===== src/rtl/rgb_pwm_fader.sv =====
// rgb_pwm_fader: per-channel PWM brightness fader for the board RGB LED.
// Each of the three colour commands ramps its duty toward full or zero
// brightness in RAMP_STEP increments, one step every RAMP_INTERVAL clocks.
// The PWM counter and the ramp prescaler are shared by all channels.
// Optional build macro LED_ACTIVE_LOW_EN: when defined, the LED pins are
// inverted (on = 0) and reset to 1. busy keeps its active-high polarity.
module rgb_pwm_fader #(
  parameter int PWM_WIDTH     = 8,
  parameter int RAMP_INTERVAL = 4000,
  parameter int RAMP_STEP     = 1
) (
  input  logic clk,
  input  logic rst,
  input  logic red_in,
  input  logic green_in,
  input  logic blue_in,
  output logic red,
  output logic green,
  output logic blue,
  output logic busy
);

  localparam logic [PWM_WIDTH-1:0] DMAX    = '1;
  localparam logic [PWM_WIDTH:0]   DMAX_X  = {1'b0, DMAX};
  localparam logic [PWM_WIDTH:0]   STEP_X  = (PWM_WIDTH+1)'(RAMP_STEP);
  localparam logic [PWM_WIDTH-1:0] STEP_N  = PWM_WIDTH'(RAMP_STEP);
  localparam int                   PRESC_W = (RAMP_INTERVAL > 1) ? $clog2(RAMP_INTERVAL) : 1;
  localparam logic [PRESC_W-1:0]   PRESC_LAST = PRESC_W'(RAMP_INTERVAL - 1);

  typedef enum logic [1:0] {
    OFF       = 2'd0,
    RAMP_UP   = 2'd1,
    ON        = 2'd2,
    RAMP_DOWN = 2'd3
  } chan_state_t;

  logic [2:0]           inputs_q;
  logic [PWM_WIDTH-1:0] pwm_cnt;
  logic [PRESC_W-1:0]   presc;
  logic                 tick;
  chan_state_t          state   [3];
  logic [PWM_WIDTH-1:0] duty    [3];
  logic [PWM_WIDTH-1:0] duty_sh [3];
  logic [PWM_WIDTH-1:0] duty_up [3];
  logic [PWM_WIDTH-1:0] duty_dn [3];
  logic [2:0]           raw;
  logic [2:0]           ramping;
  logic [2:0]           led_q;

  // Register the colour commands once; the channel FSMs only look at this copy.
  always_ff @(posedge clk or posedge rst) begin
    if (rst) begin
      inputs_q <= '0;
    end else begin
      inputs_q <= {blue_in, green_in, red_in};
    end
  end

  // Shared timebase: free-running PWM counter plus the ramp prescaler that
  // emits a one-cycle tick the cycle after it reaches its last count.
  always_ff @(posedge clk or posedge rst) begin
    if (rst) begin
      pwm_cnt <= '0;
      presc   <= '0;
      tick    <= 1'b0;
    end else begin
      pwm_cnt <= pwm_cnt + PWM_WIDTH'(1);
      tick    <= (presc == PRESC_LAST);
      if (presc == PRESC_LAST) begin
        presc <= '0;
      end else begin
        presc <= presc + PRESC_W'(1);
      end
    end
  end

  // Saturating next-duty candidates, computed one bit wider so nothing wraps.
  always_comb begin
    for (int i = 0; i < 3; i++) begin
      duty_up[i] = '0;
      duty_dn[i] = '0;
      if (({1'b0, duty[i]} + STEP_X) > DMAX_X) begin
        duty_up[i] = DMAX;
      end else begin
        duty_up[i] = duty[i] + STEP_N;
      end
      if ({1'b0, duty[i]} > STEP_X) begin
        duty_dn[i] = duty[i] - STEP_N;
      end
    end
  end

  // Channel engines: direction follows the command every cycle, duty only
  // moves on a tick, and a direction change suppresses the step that cycle.
  // The shadow duty is reloaded at the end of each PWM period.
  always_ff @(posedge clk or posedge rst) begin
    if (rst) begin
      for (int i = 0; i < 3; i++) begin
        state[i]   <= OFF;
        duty[i]    <= '0;
        duty_sh[i] <= '0;
      end
    end else begin
      for (int i = 0; i < 3; i++) begin
        if (pwm_cnt == DMAX) begin
          duty_sh[i] <= duty[i];
        end
        case (state[i])
          OFF: begin
            if (inputs_q[i]) begin
              state[i] <= RAMP_UP;
            end
          end
          RAMP_UP: begin
            if (!inputs_q[i]) begin
              state[i] <= RAMP_DOWN;
            end else if (tick) begin
              duty[i] <= duty_up[i];
              if (duty_up[i] == DMAX) begin
                state[i] <= ON;
              end
            end
          end
          ON: begin
            if (!inputs_q[i]) begin
              state[i] <= RAMP_DOWN;
            end
          end
          RAMP_DOWN: begin
            if (inputs_q[i]) begin
              state[i] <= RAMP_UP;
            end else if (tick) begin
              duty[i] <= duty_dn[i];
              if (duty_dn[i] == '0) begin
                state[i] <= OFF;
              end
            end
          end
          default: begin
            state[i] <= OFF;
          end
        endcase
      end
    end
  end

  // Raw pin level: steady in ON/OFF, PWM-compared against the shadow while ramping.
  always_comb begin
    raw     = '0;
    ramping = '0;
    for (int i = 0; i < 3; i++) begin
      ramping[i] = (state[i] == RAMP_UP) || (state[i] == RAMP_DOWN);
      case (state[i])
        ON:      raw[i] = 1'b1;
        OFF:     raw[i] = 1'b0;
        default: raw[i] = (pwm_cnt < duty_sh[i]);
      endcase
    end
  end

  // Output register for the LED pins (with optional inversion) and busy.
  always_ff @(posedge clk or posedge rst) begin
    if (rst) begin
`ifdef LED_ACTIVE_LOW_EN
      led_q <= '1;
`else
      led_q <= '0;
`endif
      busy  <= 1'b0;
    end else begin
`ifdef LED_ACTIVE_LOW_EN
      led_q <= ~raw;
`else
      led_q <= raw;
`endif
      busy  <= |ramping;
    end
  end

  assign red   = led_q[0];
  assign green = led_q[1];
  assign blue  = led_q[2];

endmodule


===== config.mk =====
export PLATFORM = sky130hd
export DESIGN_NAME = rgb_pwm_fader
export DESIGN_NICKNAME = d
export VERILOG_FILES = /design/src/rtl/rgb_pwm_fader.sv
export SDC_FILE = /design/constraint.sdc
export NUM_CORES = 1
export LEC_CHECK = 0
export CORE_ASPECT_RATIO = 1.75
export CORE_MARGIN = 10
export CORE_UTILIZATION = 40
export CTS_CLUSTER_SIZE = 25
export DETAILED_ROUTE_END_ITERATION = 12
export SYNTH_ARGS = -nofsm -noshare
export SYNTH_HDL_FRONTEND = slang
export SYNTH_SLANG_ARGS = --single-unit

===== constraint.sdc =====
create_clock -name clk -period 4.8 [get_ports clk]
set_clock_uncertainty 0.2 [all_clocks]
set_input_delay 1.44 -clock clk [delete_from_list [all_inputs] [get_ports clk]]
set_output_delay 1.44 -clock clk [all_outputs]
set_load 0.02 [all_outputs]

# == Word level (Yosys, flattened, before mapping) ==
# Index checks and enable logic that the tools add are counted.
# W data, S select, Z words.
# word_totals
input_bits,5
ff_bits,82
word_cells,150
# classes
addsub,11
n_eq_ne,44
n_lt_le_gt_ge,9
n_reduce_logical,19
muxes,52
# op_table
op,count
$mux W8,18
$mux W2,24
$pmux W8 S2,3
$ne A2 B2 Y1 const B,18
$ne A3 B3 Y1 const B,12
$add A8 B1 Y8 const B,4
$eq A8 B8 Y1 const B,4
$add A8 B1 Y9 const B,3
$gt A9 B8 Y1 const B,3
$gt A8 B1 Y1 const B,3
$logic_not A8 Y1,3
$lt A8 B8 Y1,3
$pmux W2 S4,3
$sub A8 B1 Y8 const B,3
$reduce_and A6 Y1,3
$reduce_and A5 Y1,3
$add A12 B1 Y12 const B,1
$eq A12 B12 Y1 const B,1
$eq A2 B2 Y1 const B,6
$mux W12,1
$eq A2 B1 Y1 const B,3
$logic_not A2 Y1,3
$pmux W1 S2,3
$reduce_bool A2 Y1,3
other kinds (2),4

# == Longest topological paths before layout ==
# Gate-level depths: netlist (run 1).
# logic_depth
ltp_word,8
mapped_depth,9

# == Worst setup path after synthesis (run 1) ==
# Ideal clock, no wire load.
# synth_path
kind,flip-flop to flip-flop
start,reg duty[16] (netlist name)
end,reg duty[20] (netlist name)
t_arrival_ns,2.250
setup_slack_ns,2.232
setup_time_ns,0.119
n_path_buf,1
path_stages_with_launch,10
path_cell_list,dfrtp_1 > buf_4 > inv_1 > ha_1 > nor3b_1 > maj3_1 > a31oi_1 > nor2b_1 > a41oi_1 > o21a_1
# synth_via
elab_chain_len,6
word_cells_on_any_way,12
classes_between,add/sub: 3; order compare: 2; mux: 7
# synth_rtl
item,line_no,rtl
"start, declared",42,logic [PWM_WIDTH-1:0] duty [3];
"start signal, assigned by index",118,duty[i] <= duty_up[i];
"start signal, assigned by index",133,duty[i] <= duty_dn[i];
$add A8 B1 Y9,82,"if (({1'b0, duty[i]} + STEP_X) > DMAX_X) begin"
$gt A9 B8 Y1,82,
$mux W8,82,
$mux W8,117,end else if (tick) begin
$mux W8,115,if (!inputs_q[i]) begin
$pmux W8 S2 *,108,case (state[i])
# Every way passes the cells marked *; elsewhere a longest branch is shown, timed or not. The select of a mux whose other input is x is not followed.
# A chain may end at the register's enable or synchronous reset.

# == Final worst setup path (run 1) ==
# Ends and elaborated chain as after synthesis.

==> impl_table.tex, run 1 <==
\begin{tabular}{lr}
\hline
Metric & Value \\
\hline
\multicolumn{2}{l}{\textbf{Routing}} \\
Final routed wirelength across all metal layers & 13300 um \\
Via count & between 4000 and 5000 \\
Number of vias per cell after detailed routing & 5.78 \\
Violation count after the first detailed-route iteration & 242 \\
Antenna-violating nets left & 0 \\
DRC errors left & 0 \\
Routed WL per cell & 16.9 um \\
Detailed-router iteration count before antenna repair & 4 \\
\multicolumn{2}{l}{\textbf{Critical path}} \\
Data required time of the worst path & 4.84 ns \\
Biggest fanout along the worst timing path & 12 \\
Largest incremental delay on the critical path & 0.56 ns \\
Endpoint kind of the worst setup timing path & flip-flop \\
Crit path arrival time & roughly 3.0 ns \\
Worst-path cell with the longest stage delay & dfrtp\_1 \\
Cell Chain, Critical Path & inv\_1 > ha\_1 > nor3b\_1 > maj3\_1 > a31oi\_1 > nor2b\_1 > a41oi\_1 > o21a\_1 \\
Class of the most critical setup path & flip-flop to flip-flop \\
Critical path launch point type & flip-flop \\
\multicolumn{2}{l}{\textbf{Placed design}} \\
Port-buffer cells & 8 \\
Worst setup slack before clock tree synthesis & 1.82 ns \\
Placed instance area & 5760 sq um \\
Post-DP HPWL & 10000 um \\
Final weighted congestion of routability-driven global placement & 0.937 \\
Placed Cells & 771 \\
\multicolumn{2}{l}{\textbf{Die}} \\
Overall die width & between 100 and 150 um \\
Initial Util & 40.6\% \\
Core Footprint & 13800 sq um \\
Vertical die dimension & approximately 180 um \\
Die footprint & 19300 sq um \\
Boundary pin count & 9 \\
Rows & 57 \\
\multicolumn{2}{l}{\textbf{Timing}} \\
Tightest hold margin & between 0.2 and 0.3 ns \\
Minimum period implied by the final worst setup slack & 2.99 ns \\
Max-slew violation count & 0 \\
Setup TNS & 0 ns \\
Tightest Pin Transition & $\sim$0.89 ns \\
Period utilization & 62.4\% \\
RSZ-0062 raised after global routing & no \\
Number of hold violations in the final report & 0 \\
Setup slack of the critical path after layout & 1.81 ns \\
Total of endpoints with negative setup slack in the final report & 0 \\
Max Fclk & 0.334 GHz \\
Worst-case headroom to the max-slew limit & around two fifths \\
\multicolumn{2}{l}{\textbf{Power and ir drop}} \\
Max rail drop VDD & 169 uV \\
Leakage power summed over all cells & 2.56 nW \\
Switching power total & 0.000632 W \\
Combinational cell fraction of total power & 25.8\% \\
Switching portion of total power & between 30\% and 40\% \\
Part of the total power dissipated in the clock network & a little over a third \\
Int Pwr & 0.00142 W \\
Power share of the sequential group & roughly 38\% \\
Areal power density over the cells & roughly 340 nW/um\^{}2 \\
\multicolumn{2}{l}{\textbf{Finish}} \\
Final standard cell count with taps included and fillers excluded & 787 \\
Area delta synth->final & 8.80\% \\
FF+latch area & 2050 sq um \\
Antenna diodes & 0 \\
Number of fill cells & 1343 \\
Multi-input gate area & 3210 sq um \\
Final cell area excluding filler cells & roughly 6000 sq um \\
Proportion of layout cells with a drive suffix above 1 & 8.52\% \\
Layout Nets & approximately 660 \\
\multicolumn{2}{l}{\textbf{Yosys}} \\
Dominant cell by count in the synthesized netlist & dfrtp\_1 \\
Synth async-reset ratio & 100\% \\
Seq/Total Area, Yosys & around 37\% \\
Nets in the synthesized netlist & 668 \\
Largest cells by area after synthesis & dfrtp\_1 (37\%), ha\_1 (11\%), o21ai\_0 (4.4\%), mux2\_2 (3.6\%), inv\_1 (3.1\%) \\
Leading register cell type out of synthesis & dfrtp\_1 \\
Synthesized flop and latch total & between 80 and 90 \\
Warnings, synthesis & 0 \\
Top cells by count, synth & dfrtp\_1 (82), ha\_1 (49), o21ai\_0 (49), inv\_1 (46), nor2\_1 (42) \\
Netlist Area Pre-Place & 5590 sq um \\
Mean cell area of the mapped netlist & 9.10 sq um \\
Count of mapped cells out of synthesis & 614 \\
Area fraction of the dominant cell type after synthesis & 36.7\% \\
Cell taking the most area after synthesis & dfrtp\_1 \\
Number of distinct library cell variants in the gate-level netlist after synthesis & 75 \\
Count of flip-flops with a built-in enable after synthesis & 0 \\
\multicolumn{2}{l}{\textbf{Clock tree}} \\
CTS tree & done \\
Clock transition time at the flip-flop clock pins of the worst setup and hold paths & 0.06 ns \\
CTS hold repair buffers & 0 \\
CTS H-tree lvls & 3 \\
Deepest clock path buffer count & 2 \\
Cell at the root of the clock tree & clkbuf\_16 \\
Sinks on Clock Net & between 80 and 90 \\
Worst-Skew Late Latency & 0.34 ns \\
Cells resized by post-CTS repair & 0 \\
Number of buffers inserted to repair setup after CTS & 0 \\
Number of buffers inserted during clock tree synthesis & 9 \\
\multicolumn{2}{l}{\textbf{GRT}} \\
Initial antenna violation count & 0 \\
Via count of the first global-routing pass & about 4700 \\
First-pass GRT wire length & 22500 um \\
Grt ovf & 0 \\
Largest net degree at the start of global routing & 49 \\
All-layer global routing usage & 14.4\% \\
\multicolumn{2}{l}{\textbf{Hold path}} \\
Path class of the lowest-slack min-delay path & flip-flop to flip-flop \\
\multicolumn{2}{l}{\textbf{Flow run}} \\
Reported max-cap violation count & 0 \\
\multicolumn{2}{l}{\textbf{Run status}} \\
Result of the run & finished clean \\
\hline
\end{tabular}
final timing paths:
check / slack, ns / endpoint / from / depth (start not counted)
setup / recovery: 1.81 / duty[20]$_DFFE_PP0P_ / duty[16]$_DFFE_PP0P_ / 8
min in group asynchronous: 1.37 / duty[16]$_DFFE_PP0P_ / rst / 2
hold / removal: 0.28 / duty_sh[9]$_DFFE_PP0N_ / duty_sh[9]$_DFFE_PP0N_ / 2
setup reg to reg: 1.81 / duty[20]$_DFFE_PP0P_ / duty[16]$_DFFE_PP0P_ / 8
hold reg to reg: 0.28 / duty_sh[9]$_DFFE_PP0N_ / duty_sh[9]$_DFFE_PP0N_ / 2
max in group asynchronous: 2.26 / duty_sh[7]$_DFFE_PP0N_ / rst / 3
power by group through the flow:
stage,logic (W),clock network [W],registers (W)
2_1_floorplan,0.000376,0,0.000794
3_3_place_gp,0.000521,0,0.000784
3_5_place_dp,0.000530,0,0.000787
4_1_cts,0.000535,0.000768,0.000775
5_1_grt,0.000590,0.000786,0.000782
6_report,0.000528,0.000748,0.000775
final cells by class:
type / instances / share of cell area (%)
flip-flops and latches: 82 / 33.8
repair buffers: 11 / 1.69
clock buffers: 11 / 3.99
well taps: 177 / 3.64
multi-input cells: 455 / 52.8
clock inverters: 5 / 1.28
inverters: 46 / 2.86
sequential cells by signal, summed over array words and instances (netlist names):
register and cells:
pwm_cnt 8, presc 12, busy 1, state 6
inputs_q 3, tick 1, led_q 3, duty 24
duty_sh 24
metal layers:
metal	part of all wire, %	GRT usage, %	up-vias
li1	-	-	2203
met1	36	14.0	2201
met2	55	26.7	97
met3	2.8	2.41	51
met4	5.7	9.42	0
met5	0	0	-
layout by cell type (no fill, tap or decap), types with 9 or more instances in the layout:
master     count
nor3_1        18
ha_1          49
nand4_1        9
nand2_1       37
xnor2_1       17
nand3_1       24
nor2_1        42
inv_1         45
o21ai_0       49
dfrtp_1       82
a21oi_1       29
clkbuf_16      9
mux2_2        18
per-stage QoR:
stage          util, %  total power [W]
6_report          44.2          0.00205
5_1_grt           44.2          0.00216
4_1_cts           44.2          0.00208
3_5_place_dp      41.8          0.00132
3_3_place_gp      41.8          0.00130
2_1_floorplan        -          0.00117
worst max-delay path: cells and delay by family (launching register included):
family	cells	cell delay [ns]
AOI/OAI and AO/OA	3	0.79
DFF	1	0.56
buffers and inverters	1	0.18
adders and majority gates	2	0.75
and+or+nand+nor	2	0.40
cell families (layout without fill, tap and decap cells):
kind of cell	Yosys count	in the layout	share of synthesized area, %
DFF	82	82	36.7
AOI/OAI and AO/OA	164	164	19.4
and+or+nand+nor	196	196	18.8
muxes	22	22	4.44
xor gates and xnor gates	23	23	3.61
adders and majority gates	50	50	11.2
buffers and inverters	77	73	5.85
No activity file was read; power rests on OpenSTA's default activity.
==> inputs of run 2 (changes only) <==
==> constraint.sdc (replaced) <==
create_clock -name clk -period 2.5 [get_ports clk]
set_clock_uncertainty 0.2 [all_clocks]
set_input_delay 0.75 -clock clk [delete_from_list [all_inputs] [get_ports clk]]
set_output_delay 0.75 -clock clk [all_outputs]
set_load 0.02 [all_outputs]
==> run 2 against run 1 <==
Effect of this change: setup slack got worse by 1.7 ns; maximum frequency increased by 24%; global-route usage increased by 0.24 points; critical path depth decreased by 1; clock power increased by 71%; register-to-register slack got worse by 1.7 ns; power increased by 89%; first-iteration DRC count decreased by 21%; critical endpoint is now state[1]$_DFFE_PP0P_; sequential share of layout area decreased by 1.6 points; non-clock buffer count increased by 35; combinational power increased by 110%.
==> impl_table.tex, run 2 (synthesis gave the netlist of run 1 again) <==
\begin{tabular}{lr}
\hline
Metric & Value \\
\hline
\multicolumn{2}{l}{\textbf{Run status}} \\
Result of the run & finished clean \\
\multicolumn{2}{l}{\textbf{Placed design}} \\
Final weighted congestion of routability-driven global placement & a little over 0.9 \\
Placed instance area & 6050 sq um \\
Post-DP HPWL & 10400 um \\
Worst setup slack before clock tree synthesis & between 0.08 and 0.09 ns \\
Port-buffer cells & 8 \\
\multicolumn{2}{l}{\textbf{Power and ir drop}} \\
Power share of the sequential group & around two fifths \\
Max rail drop VDD & 388 uV \\
Part of the total power dissipated in the clock network & 33.1\% \\
Combinational cell fraction of total power & 28.5\% \\
Areal power density over the cells & 608 nW/um\^{}2 \\
Switching power total & 0.00131 W \\
Switching portion of total power & 33.8\% \\
Int Pwr & 0.00257 W \\
Leakage power summed over all cells & 2.74 nW \\
\multicolumn{2}{l}{\textbf{Timing}} \\
Setup slack of the critical path after layout & 0.0822 ns \\
Max-slew violation count & 0 \\
RSZ-0062 raised after global routing & no \\
Tightest Pin Transition & 0.859 ns \\
Worst-case headroom to the max-slew limit & 42.2\% \\
Period utilization & 96.7\% \\
Max Fclk & 0.414 GHz \\
Total of endpoints with negative setup slack in the final report & 0 \\
Setup TNS & 0 ns \\
Minimum period implied by the final worst setup slack & about 2.4 ns \\
Number of hold violations in the final report & 0 \\
\multicolumn{2}{l}{\textbf{Critical path}} \\
Origin of the worst setup path & duty[0]\$\_DFFE\_PP0P\_ \\
Crit path arrival time & 2.45 ns \\
Class of the most critical setup path & flip-flop to flip-flop \\
Startpoint of the most critical register-to-register path & duty[0]\$\_DFFE\_PP0P\_ \\
Endpoint kind of the worst setup timing path & flip-flop \\
Data required time of the worst path & 2.53 ns \\
Biggest fanout along the worst timing path & 10 \\
Critical path launch point type & flip-flop \\
\multicolumn{2}{l}{\textbf{Routing}} \\
Violation count after the first detailed-route iteration & 192 \\
Routed WL per cell & 16.5 um \\
DRC errors left & 0 \\
Via count & 4704 \\
Antenna-violating nets left & 0 \\
Final routed wirelength across all metal layers & 13600 um \\
Number of vias per cell after detailed routing & $\sim$5.7 \\
Detailed-router iteration count before antenna repair & 4 \\
\multicolumn{2}{l}{\textbf{Finish}} \\
Leading cell type in the layout, fill and taps excluded & dfrtp\_1 \\
Area delta synth->final & 14.1\% \\
Core occupancy in the finished layout & 46.3\% \\
Final cell area excluding filler cells & between 6000 and 7000 sq um \\
Top library cells by usage in the layout, fill and taps aside & dfrtp\_1 (82), o21ai\_0 (49), ha\_1 (46), inv\_1 (45), nor2\_1 (42) \\
Largest registers in the final layout & duty (24), duty\_sh (24), presc (12) \\
Proportion of layout cells with a drive suffix above 1 & 14.9\% \\
Layout Nets & 694 \\
Antenna diodes & 0 \\
\multicolumn{2}{l}{\textbf{GRT}} \\
Largest net degree at the start of global routing & 42 \\
Via count of the first global-routing pass & 4794 \\
Initial antenna violation count & 0 \\
All-layer global routing usage & 14.7\% \\
First-pass GRT wire length & 22800 um \\
Grt ovf & 0 \\
\multicolumn{2}{l}{\textbf{Die}} \\
Initial Util & 40.6\% \\
Overall die width & 109 um \\
Die footprint & about 19000 sq um \\
Core Footprint & 13800 sq um \\
Rows & 57 \\
Boundary pin count & 9 \\
Vertical die dimension & $\sim$180 um \\
\multicolumn{2}{l}{\textbf{Clock tree}} \\
Clock transition time at the flip-flop clock pins of the worst setup and hold paths & 0.06 ns \\
CTS H-tree lvls & 3 \\
Number of buffers inserted to repair setup after CTS & 0 \\
Sinks on Clock Net & 82 \\
Cell at the root of the clock tree & clkbuf\_16 \\
CTS tree & done \\
Worst-Skew Late Latency & 0.34 ns \\
Deepest clock path buffer count & 2 \\
Number of buffers inserted during clock tree synthesis & 9 \\
CTS hold repair buffers & 0 \\
\multicolumn{2}{l}{\textbf{Hold path}} \\
Path class of the lowest-slack min-delay path & flip-flop to flip-flop \\
Source of the worst hold timing path & duty\_sh[20]\$\_DFFE\_PP0N\_ \\
\multicolumn{2}{l}{\textbf{Flow run}} \\
Reported max-cap violation count & 0 \\
\hline
\end{tabular}
[run 2: changes by cell type in the layout (fill, tap and decap cells not counted), sizes merged]
cell	change
buf	+35
bufinv	-2
clkbuf	-2
clkinvlp	+1
clkinv	-1
inv	+4
[run 2: final cells by class]
class / instances / area (sq um)
Clock inverter: 7 / 60.1
Sequential cell: 82 / 2050
Tap cell: 177 / 221
Timing Repair Buffer: 46 / 390
Inverter: 46 / 176
Fill cell: 1326 / 7390
Multi-Input combinational cell: 455 / 3250
Clock buffer: 9 / 225
[run 2: power groups by stage]
stage	Combinational [W]	Clock [W]	Sequential, W
floorplan	0.000727	0	0.00153
global placement	0.00106	0	0.00151
detailed placement	0.00109	0	0.00151
CTS	0.00110	0.00132	0.00149
global route	0.00123	0.00138	0.00150
finish	0.00111	0.00128	0.00149
[run 2: layer usage]
metal,vias to the layer above,global-route usage (%),share of wire [%]
met5,-,0,0
met4,0,6.97,3.9
met3,37,2.56,2.4
met2,88,27.3,54
met1,2310,15.1,39
li1,2269,-,-
[run 2: what timing repair did]
| action | CTS | global route |
|---|---|---|
| endpoints found under the hold margin | 0 | 0 |
| endpoints found under the setup margin | 0 | 8 |
| resized for setup | 0 | 8 |
[run 2: path summary, 6_finish.rpt]
kind | slack [ns] | endpoint | cells past startpoint
setup reg to reg | 0.08 | state[1]$_DFFE_PP0P_ | 7
hold / removal | 0.28 | duty_sh[20]$_DFFE_PP0N_ | 2
hold reg to reg | 0.28 | duty_sh[20]$_DFFE_PP0N_ | 2
setup / recovery | 0.08 | state[1]$_DFFE_PP0P_ | 7
max in group asynchronous | 1.03 | presc[11]$_DFF_PP0_ | 3
min in group asynchronous | 0.55 | led_q[0]$_DFF_PP0_ | 2
[run 2: metrics by stage]
stage               hold WS [ns]  power [W]  instances
floorplan                  0.245    0.00225        614
global placement           0.263    0.00258        806
detailed placement         0.275    0.00260        806
CTS                        0.291    0.00391        822
global route               0.319    0.00411        822
finish                     0.284    0.00387        822
[run 2: critical path, cell delays in order (launching register included)]
cell and delay, ns:
dfrtp_1 0.47, ha_1 0.27, and3_1 0.23, xnor2_1 0.13, a211o_1 0.32, a211oi_2 0.25, o32ai_2 0.13, mux2_4 0.31
==> inputs of run 3 (changes only) <==
--- a/config.mk
+++ b/config.mk
@@ -7,9 +7,10 @@
 export LEC_CHECK = 0
 export CORE_ASPECT_RATIO = 1.75
 export CORE_MARGIN = 10
-export CORE_UTILIZATION = 40
+export CORE_UTILIZATION = 50
 export CTS_CLUSTER_SIZE = 25
 export DETAILED_ROUTE_END_ITERATION = 12
+export PLACE_DENSITY = 0.69
 export SYNTH_ARGS = -nofsm -noshare
 export SYNTH_HDL_FRONTEND = slang
 export SYNTH_SLANG_ARGS = --single-unit
==> run 3 against run 2 <==
Effect of this change: clock power grew 9%; routed wire length grew 1.7%; core utilization grew 12 points; via count grew 0.17%; non-clock buffer count grew 6; power grew 3.2%; sequential share of layout area is essentially flat; setup slack gained 0.016 ns; global-route usage grew 3.0 points; combinational power is essentially flat; sequential power is essentially flat; highest routed layer unchanged.
==> impl_table.tex, run 3 (synthesis gave the netlist of run 1 again) <==
\begin{tabular}{lr}
\hline
Metric & Value \\
\hline
\multicolumn{2}{l}{\textbf{Run status}} \\
Result of the run & finished clean \\
\multicolumn{2}{l}{\textbf{GRT}} \\
Grt ovf & 0 \\
Largest net degree at the start of global routing & 71 \\
Initial antenna violation count & 0 \\
First-pass GRT wire length & 23100 um \\
Via count of the first global-routing pass & 4849 \\
All-layer global routing usage & 17.6\% \\
\multicolumn{2}{l}{\textbf{Routing}} \\
Detailed-router iteration count before antenna repair & 5 \\
Antenna-violating nets left & 0 \\
Routed WL per cell & between 15 and 20 um \\
Violation count after the first detailed-route iteration & roughly 220 \\
Via count & 4712 \\
Number of vias per cell after detailed routing & 6.03 \\
DRC errors left & 0 \\
Final routed wirelength across all metal layers & 13800 um \\
\multicolumn{2}{l}{\textbf{Power and ir drop}} \\
Leakage power summed over all cells & approximately 2.8 nW \\
Max rail drop VDD & between 500 and 600 uV \\
Final total power & 0.00400 W \\
Areal power density over the cells & 626 nW/um\^{}2 \\
\multicolumn{2}{l}{\textbf{Finish}} \\
Top library cells by usage in the layout, fill and taps aside & dfrtp\_1 (79), o21ai\_0 (49), ha\_1 (49), inv\_1 (45) \\
Largest registers in the final layout & duty (24), duty\_sh (24), presc (12) \\
Area delta synth->final & 14.3\% \\
Multi-input gate area & 3250 sq um \\
Layout Nets & 700 \\
FF+latch area & 2060 sq um \\
Antenna diodes & 0 \\
Number of fill cells & 990 \\
Proportion of layout cells with a drive suffix above 1 & between 10\% and 20\% \\
Leading cell type in the layout, fill and taps excluded & dfrtp\_1 \\
Core occupancy in the finished layout & 57.8\% \\
\multicolumn{2}{l}{\textbf{Timing}} \\
Tightest hold margin & 0.273 ns \\
Tightest Pin Transition & a little over 0.9 ns \\
Setup TNS & 0 ns \\
Max-slew violation count & 0 \\
Setup slack of the critical path after layout & 0.0980 ns \\
Total of endpoints with negative setup slack in the final report & 0 \\
Max Fclk & 0.416 GHz \\
Number of hold violations in the final report & 0 \\
Worst-case headroom to the max-slew limit & 39.0\% \\
Minimum period implied by the final worst setup slack & 2.40 ns \\
Period utilization & 96.1\% \\
\multicolumn{2}{l}{\textbf{Die}} \\
Boundary pin count & 9 \\
Overall die width & 99.9 um \\
Core Footprint & approximately 11000 sq um \\
Initial Util & 50.6\% \\
Rows & between 50 and 60 \\
Die footprint & between 15000 and 20000 sq um \\
Vertical die dimension & 160 um \\
\multicolumn{2}{l}{\textbf{Hold path}} \\
Count of cells along the worst hold path & 2 \\
Path class of the lowest-slack min-delay path & flip-flop to flip-flop \\
\multicolumn{2}{l}{\textbf{Clock tree}} \\
Deepest clock path buffer count & 2 \\
Worst-Skew Late Latency & approximately 0.34 ns \\
CTS tree & done \\
CTS H-tree lvls & 3 \\
Number of buffers inserted during clock tree synthesis & 9 \\
Cell at the root of the clock tree & clkbuf\_16 \\
Clock transition time at the flip-flop clock pins of the worst setup and hold paths & about 0.060 ns \\
Sinks on Clock Net & 82 \\
\multicolumn{2}{l}{\textbf{Placed design}} \\
Post-DP HPWL & 10400 um \\
Final weighted congestion of routability-driven global placement & 0.972 \\
Port-buffer cells & 8 \\
Worst setup slack before clock tree synthesis & 0.0803 ns \\
\multicolumn{2}{l}{\textbf{Critical path}} \\
Biggest fanout along the worst timing path & 10 \\
Endpoint kind of the worst setup timing path & flip-flop \\
Crit path arrival time & $\sim$2.4 ns \\
Critical path launch point type & flip-flop \\
Number of cells on the worst reg-to-reg path & 7 \\
Class of the most critical setup path & flip-flop to flip-flop \\
Data required time of the worst path & around 2.5 ns \\
\multicolumn{2}{l}{\textbf{Flow run}} \\
Reported max-cap violation count & 0 \\
\hline
\end{tabular}
-- run 3: path summary, 6_finish.rpt --
| path | from | end | slack (ns) |
|---|---|---|---|
| worst max-delay path | duty[0]$_DFFE_PP0P_ | state[1]$_DFFE_PP0P_ | 0.1 |
| worst min-delay path | duty_sh[8]$_DFFE_PP0N_ | duty_sh[8]$_DFFE_PP0N_ | 0.27 |
| worst max register to register | duty[0]$_DFFE_PP0P_ | state[1]$_DFFE_PP0P_ | 0.1 |
| worst min register to register | duty_sh[8]$_DFFE_PP0N_ | duty_sh[8]$_DFFE_PP0N_ | 0.27 |
| max in group asynchronous | rst | duty[0]$_DFFE_PP0P_ | 1.11 |
| min in group asynchronous | rst | led_q[2]$_DFF_PP0_ | 0.61 |
-- run 3: final cells by class --
| cell class | instances | share of cell area [%] |
|---|---|---|
| sequential | 82 | 32.2 |
| tap | 132 | 2.59 |
| clock buffer | 11 | 3.80 |
| timing repair buffer | 52 | 6.82 |
| clock inverter | 3 | 1.02 |
| multi-input combinational | 455 | 50.8 |
| inverter | 46 | 2.76 |
-- run 3: layer usage --
metal	track usage (%)	part of all wire, %	vias up
met3	2.12	2.2	36
met5	0	0	-
met2	33.4	57	87
met4	9.88	4.0	0
li1	-	-	2281
met1	17.5	36	2308
-- run 3: critical path, cell delays in order (launching register included) --
cell and delay (ns):
dfrtp_2 0.46, ha_1 0.25, and3_1 0.23, xnor2_1 0.14
a211o_1 0.31, a211oi_2 0.26, o32ai_2 0.13, mux2_4 0.31
-- run 3: metrics by stage --
stage / instance area (sq um) / cells
floorplan: 5600 / 614
global placement: 6030 / 766
detailed placement: 6030 / 766
CTS: 6340 / 780
global route: 6390 / 781
finish: 6390 / 781
-- run 3: repair_timing --
action                     CTS  global route
hold buffers                 0             0
setup buffers                0             1
resized for setup            0            10
setup endpoints to repair    0             9
-- run 3: power breakdown --
group	switching [W]	internal [W]
logic	0.000636	0.000476
clock network	0.000510	0.000889
registers	0.0000777	0.00141
total	0.00122	0.00277
